<file path="src/rtl/bht_update_ctrl.sv">
// Branch resolve checker and BHT update queue: flags mispredicts with a
// one-cycle flush and drains resolved branches into the table in order.
// Optional statistics counters are enabled by defining BHT_UPD_STATS_EN.
module bht_update_ctrl #(
  parameter int unsigned ADDR_W = 12,
  parameter int unsigned QDEPTH = 4,
  parameter int unsigned CNT_W  = 16
) (
  input  logic                        clk,
  input  logic                        rst,
  input  logic                        ex_valid,
  input  logic                        ex_is_branch,
  input  logic [ADDR_W-1:0]           ex_pc,
  input  logic                        ex_taken,
  input  logic [ADDR_W-1:0]           ex_target,
  input  logic                        ex_pred_taken,
  input  logic [ADDR_W-1:0]           ex_pred_addr,
  input  logic                        upd_en,
  output logic                        ex_stall,
  output logic                        flush,
  output logic [ADDR_W-1:0]           redirect_pc,
  output logic                        bht_is_branch,
  output logic                        bht_is_suc,
  output logic [ADDR_W-1:0]           bht_ins_addr,
  output logic [ADDR_W-1:0]           bht_ins_next_addr,
  output logic [$clog2(QDEPTH):0]     q_count
`ifdef BHT_UPD_STATS_EN
  ,
  output logic [CNT_W-1:0]            stat_branches,
  output logic [CNT_W-1:0]            stat_mispredicts
`endif
);

  localparam int unsigned PTR_W = $clog2(QDEPTH);
  localparam int unsigned QC_W  = PTR_W + 1;

  localparam logic [1:0] S_IDLE  = 2'd0;
  localparam logic [1:0] S_ISSUE = 2'd1;
  localparam logic [1:0] S_PAUSE = 2'd2;

  typedef struct packed {
    logic [ADDR_W-1:0] pc;
    logic [ADDR_W-1:0] target;
    logic              taken;
  } entry_t;

  entry_t            mem [QDEPTH];
  logic [PTR_W-1:0]  wr_ptr;
  logic [PTR_W-1:0]  rd_ptr;
  logic [QC_W-1:0]   count;
  logic [QC_W-1:0]   count_next;
  logic [1:0]        state;
  logic [1:0]        state_next;
  logic              accept;
  logic              mispredict;
  logic              pop;
  logic [ADDR_W-1:0] fix_pc;

  assign ex_stall   = (count == QC_W'(QDEPTH));
  assign accept     = ex_valid & ex_is_branch & ~ex_stall;
  assign mispredict = accept & ((ex_taken != ex_pred_taken) |
                                (ex_taken & (ex_pred_addr != ex_target)));
  assign fix_pc     = ex_taken ? ex_target : ex_pc + ADDR_W'(4);
  assign q_count    = count;

  // Head entry goes to the table only while issuing and the pipeline allows it.
  always_comb begin
    pop = (state == S_ISSUE) & upd_en;
  end

  assign bht_is_branch     = pop;
  assign bht_is_suc        = mem[rd_ptr].taken;
  assign bht_ins_addr      = mem[rd_ptr].pc;
  assign bht_ins_next_addr = mem[rd_ptr].target;

  always_comb begin
    count_next = count;
    case ({accept, pop})
      2'b10:   count_next = count + QC_W'(1);
      2'b01:   count_next = count - QC_W'(1);
      default: count_next = count;
    endcase
  end

  // Drain FSM next-state.
  always_comb begin
    state_next = state;
    case (state)
      S_IDLE: begin
        if (count_next != '0) state_next = upd_en ? S_ISSUE : S_PAUSE;
      end
      S_ISSUE: begin
        if (!upd_en)               state_next = S_PAUSE;
        else if (count_next == '0) state_next = S_IDLE;
      end
      S_PAUSE: begin
        if (count == '0)  state_next = S_IDLE;
        else if (upd_en)  state_next = S_ISSUE;
      end
      default: state_next = S_IDLE;
    endcase
  end

  always_ff @(posedge clk) begin
    if (rst) begin
      state  <= S_IDLE;
      wr_ptr <= '0;
      rd_ptr <= '0;
      count  <= '0;
    end else begin
      state <= state_next;
      count <= count_next;
      if (accept) wr_ptr <= wr_ptr + PTR_W'(1);
      if (pop)    rd_ptr <= rd_ptr + PTR_W'(1);
    end
  end

  // Storage is not reset; stale entries are unreachable once pointers clear.
  always_ff @(posedge clk) begin
    if (accept && !rst) begin
      mem[wr_ptr] <= '{pc: ex_pc, target: ex_target, taken: ex_taken};
    end
  end

  always_ff @(posedge clk) begin
    if (rst) begin
      flush       <= 1'b0;
      redirect_pc <= '0;
    end else begin
      flush <= mispredict;
      if (mispredict) redirect_pc <= fix_pc;
    end
  end

`ifdef BHT_UPD_STATS_EN
  // Saturating event counters.
  always_ff @(posedge clk) begin
    if (rst) begin
      stat_branches    <= '0;
      stat_mispredicts <= '0;
    end else begin
      if (accept && (stat_branches != '1))
        stat_branches <= stat_branches + CNT_W'(1);
      if (mispredict && (stat_mispredicts != '1))
        stat_mispredicts <= stat_mispredicts + CNT_W'(1);
    end
  end
`endif

endmodule

</file>
<file path="config.mk">
export PLATFORM = sky130hd
export DESIGN_NAME = bht_update_ctrl
export DESIGN_NICKNAME = d
export VERILOG_FILES = /design/src/rtl/bht_update_ctrl.sv
export SDC_FILE = /design/constraint.sdc
export NUM_CORES = 1
export LEC_CHECK = 0
export ABC_AREA = 1
export ABC_CLOCK_PERIOD_IN_PS = 8200
export CORE_UTILIZATION = 57
export CTS_CLUSTER_DIAMETER = 60
export DETAILED_ROUTE_END_ITERATION = 8
export GPL_ROUTABILITY_DRIVEN = 0
export HOLD_SLACK_MARGIN = 0.02
export MAX_ROUTING_LAYER = met4
export PLACE_DENSITY = 0.85
export SLEW_MARGIN = 20
export SYNTH_ARGS = -nofsm -noshare
export SYNTH_HDL_FRONTEND = slang
export SYNTH_SLANG_ARGS = --single-unit
</file>
<file path="constraint.sdc">
create_clock -name clk -period 8.2 [get_ports clk]
set_clock_uncertainty 0.05 [all_clocks]
set_input_delay 2.46 -clock clk [delete_from_list [all_inputs] [get_ports clk]]
set_output_delay 2.46 -clock clk [all_outputs]
set_load 0.02 [all_outputs]
</file>
* After elaboration in Yosys (flattened, before gate mapping)
Memory sizes are Yosys's and may differ from the RTL's. A register that Yosys moved wholly into a read port is not among the register bits.
Index checks and enable logic that the tools add are counted.
** Cells by class
- $add $sub $neg :: 5
- Equal/unequal tests :: 10
- Muxes and demuxes :: 13
- Bitwise gates (word level) :: 7
- Reduce and logical (&&, ||, !) cells :: 7
** Operators with widths (number)
- $mux W2 :: 8
- $add A12 B3 Y12 const B :: 1
- $mux W12 :: 1
- $ne A12 B12 Y1 :: 1
- $logic_not A3 Y1 :: 2
- $pmux W2 S3 :: 1
- $pmux W3 S2 :: 1
- $and A1 B1 Y1 :: 5
- $add A2 B1 Y2 const B :: 2
- $eq A2 B1 Y1 const B :: 2
- $eq A2 B2 Y1 const B :: 2
- $add A3 B1 Y3 const B :: 1
- $eq A3 B3 Y1 const B :: 1
- $ne A3 B2 Y1 const B :: 1
- $ne A3 B3 Y1 const B :: 1
- $reduce_and A3 Y1 :: 1
- $reduce_bool A3 Y1 :: 1
- $sub A3 B1 Y3 const B :: 1
- $logic_not A2 Y1 :: 1
- $mux W1 :: 2
- $ne A2 B2 Y1 const B :: 1
- $logic_and A1 B1 Y1 :: 1
- $logic_not A1 Y1 :: 1
- $ne A1 B1 Y1 :: 1
- other kinds (2) :: 2
** Word-level totals
- Flip-flop bits (word level) :: 22
- RAM bits :: 100
- Input port bits :: 43
- Output and inout bits :: 43
- Word-level logic and storage cells :: 49
- Memories :: 1
** Memory list
- mem :: depth 4, width 25, rd ports 1, clocked after Yosys merged registers in 1, write ports 1, RTL line 47 : entry_t mem [QDEPTH];

* Longest topological paths before layout
- Word-level depth :: 9
- Depth in mapped cells :: 15
- Mapped depth without buffers :: 15

* Worst setup path after synthesis
OpenSTA, ideal clock, no wires.
- Kind :: input-to-output
- Start point :: in upd_en
- End point :: out bht_is_branch
- Arrival time :: 2.967 ns
- Required time :: 5.690 ns
- Slack :: 2.723 ns
- Cell stages on the path :: 2
- Path buffers :: 0
- Cell sequence :: inv_1 nor3_2
** On the way
- Cells in the longest elaborated chain, start to end :: 1
** Ends and longest elaborated chain
- start: declaration :: RTL line 18 : input logic upd_en,
- $and A1 B1 Y1 :: RTL line 68 : pop = (state == S_ISSUE) & upd_en;
- end: declaration :: RTL line 22 : output logic bht_is_branch,
No other way between the ends.

* Final worst setup path
Ends and elaborated chain as after synthesis.

==> results.yml <==
outcome:
  status: "completed"
setup_path:
  crit_fanout: 8
  r2r-end: "state[0]$_SDFFE_PP0P_"
  startpoint: "upd_en"
  critPathCaptureType: "output port"
  reg2reg_depth: 12
  worst_ep_required_time_ps: 5690
  critPathLaunchType: "input port"
  r2r_slack_ps: 5660
  endpoint: "bht_is_branch"
  cp_data_arrival_time_ps: 4000
  reg2reg_from: "state[0]$_SDFFE_PP0P_"
  worstSetupPathType: "input port to output port"
yosys:
  synth_cells: 521
  synth_area_mm2: 0.005333
  synth_seq_area_share: 0.6532
  syn-mean-instance-area_um2: 10.24
  yosysWarnings: 0
  ys_types: 30
  syn-num-nets: 571
  ys_seq_elements: 124
clock_tree:
  clk_latency_ps: 520
  ctsResizeCount: 0
  path_clk_slew_ps: 60
  cts_setup_buffers: 0
  hold_buffers: 0
  numCtsBuffers: 17
  h-tree-depth: 4
  cts_sinks: 124
  cts_buffer_depth: 2
  cts_root_buf: "clkbuf_8"
  tritoncts: "yes"
placement:
  io_buffers: 85
  preCtsSetupSlack_ps: 1690
  hpwl_um: 7853
  place_area_mm2: 0.006291
sta:
  finalMaxSlewViolations: 0
  period_share: 0.7941
  grt_setup_unrepaired: "false"
  fin_setup_tns_ps: 0
  max_freq_ghz: 0.1536
  timing.final.ws_setup_ps: 1688
  slew_headroom: 0.4045
  hold_slack_ps: 424.5
  worst_pin_slew_ps: 892.1
  finalCriticalPeriod_ps: 6512
  setup_viol: 0
  finalHoldViolCount: 0
finish:
  layout.area.seq_mm2: 0.003483
  area_delta_synth_final_pct: 28.77
  fillers: 544
  design_area_mm2: 0.006867
  n_antenna_cell: 0
  layout_common_cells: "100 x edfxtp_1, 85 x nor2_1, 85 x clkdlybuf4s50_1, 80 x nand2_1, 67 x o21ai_0"
  final_common_cell: "edfxtp_1"
  drive_above_1_share: 0.07692
  fin_util: 0.7723
  nNetsFinal: 661
  multi_input_area_mm2: 0.001574
grt:
  grt_pass1_wl_um: 20030
  antenna_found_initial: 0
  gr-total-overflow: 0
  grt_max_degree: 52
  grt_pass1_vias: 4219
  grt_use_total: 0.2836
power:
  pwr-share-seq: 0.430
  pwr-share-clk: 0.442
  power_density_mw_per_mm2: 238.9
  pwr-share-comb: 0.128
  ir_worst_vdd_v: 0.0001654
  switching_share: 0.2347
  p_leak_uw: 0.002649
  p_sw_uw: 385.1
  p_int_uw: 1255
detailed_routing:
  vias_per_cell: 5.734
  drc: 0
  wl_per_cell_um: 17.43
  routed_wl_um: 12760
  dr.pass1.iters: 5
  drt_iter0_drc: 347
  detail-route-antenna-nets: 0
  vias: 4197
floorplan:
  die_w_um: 98.73
  start_util: 0.5998
  core_area_mm2: 0.008891
  pin_count: 86
  fp-row-count: 34
  die_y_um: 98.73
  die-area_mm2: 0.009747
run:
  drv_cap: 0
min_path:
  hold_class: "flip-flop to flip-flop"
## layout make-up
class,instances,area share
Clock inverter,10,0.01786
Multi-Input combinational cell,323,0.2292
Tap cell,108,0.01968
Sequential cell,124,0.5073
Inverter,54,0.02952
Clock buffer,22,0.06596
Timing Repair Buffer,91,0.1305
## registers in the layout, summed over array words and instances (netlist names), named ones only
name	cells
state	2
flush	1
q_count	3
rd_ptr	2
mem	100
redirect_pc	12
wr_ptr	2
## per-layer routing
layer,vias up,track usage,wire length (um)
li1,1966,-,-
met1,1995,0.3401,5216
met2,206,0.4556,6233
met3,30,0.06170,984
met4,0,0.1447,325
met5,-,-,0
## worst max-delay path, stage by stage
cell and delay [ps]:
clkdlybuf4s50_1 480, inv_1 70, nor3_2 310, clkdlybuf4s50_1 680
## metrics by stage
step / std cells / power [uW]
5_1_grt: 732 / 1689
3_5_place_dp: 700 / 923.1
3_3_place_gp: 700 / 915.7
2_1_floorplan: 521 / 828.4
6_report: 732 / 1641
4_1_cts: 732 / 1641
## logic make-up (layout without fill, tap and decap cells)
family,after synthesis,after routing,share of synthesized area
AO/OA/AOI/OAI,109,109,0.1117
XOR/XNOR,4,4,0.006571
adder cells (fa/ha/maj),7,7,0.01783
buffers and inverters,74,177,0.05349
flip-flops,124,124,0.6532
AND/OR/NAND/NOR,203,203,0.1572
## cell usage after synthesis (all sizes together)
cell	n	area (um^2)
clkbuf	18	67.56
o22ai	26	162.7
inv	54	202.7
fa	1	20.02
o21ai	69	345.3
a31oi	2	12.51
xor2	2	17.52
nand3	17	85.08
o211ai	1	7.510
nor2	91	351.6
nand4	7	43.79
dfxtp	24	480.5
edfxtp	100	3003
a21boi	1	7.510
a21oi	9	52.55
nor3	2	15.01
or2	3	18.77
ha	6	75.07
buf	2	15.01
nand2	83	324.1
o21bai	1	7.510
xnor2	2	17.52
## worst min path at each step
stage | slack [ps] | startpoint | cells after the start | end
2_1_floorplan | 390 | rd_ptr[0]$_SDFFE_PP0N_ | 1 | flip-flop
3_3_place_gp | 400 | rd_ptr[0]$_SDFFE_PP0N_ | 1 | rd_ptr[0]$_SDFFE_PP0N_
3_5_place_dp | 420 | rd_ptr[0]$_SDFFE_PP0N_ | 1 | rd_ptr[0]$_SDFFE_PP0N_
4_1_cts | 430 | rd_ptr[0]$_SDFFE_PP0N_ | 1 | rd_ptr[0]$_SDFFE_PP0N_
5_1_grt | 460 | redirect_pc[6]$_SDFFE_PP0P_ | 2 | redirect_pc[6]$_SDFFE_PP0P_
6_report | 420 | rd_ptr[0]$_SDFFE_PP0N_ | 1 | rd_ptr[0]$_SDFFE_PP0N_
## power by group through the flow
stage,registers (uW),clock network (uW),logic (uW)
6_report,706,725,209
4_1_cts,706,727,208
3_5_place_dp,718,0,205
2_1_floorplan,723,0,106
3_3_place_gp,717,0,199
5_1_grt,707,755,227
(Power assumes the default switching activity.)
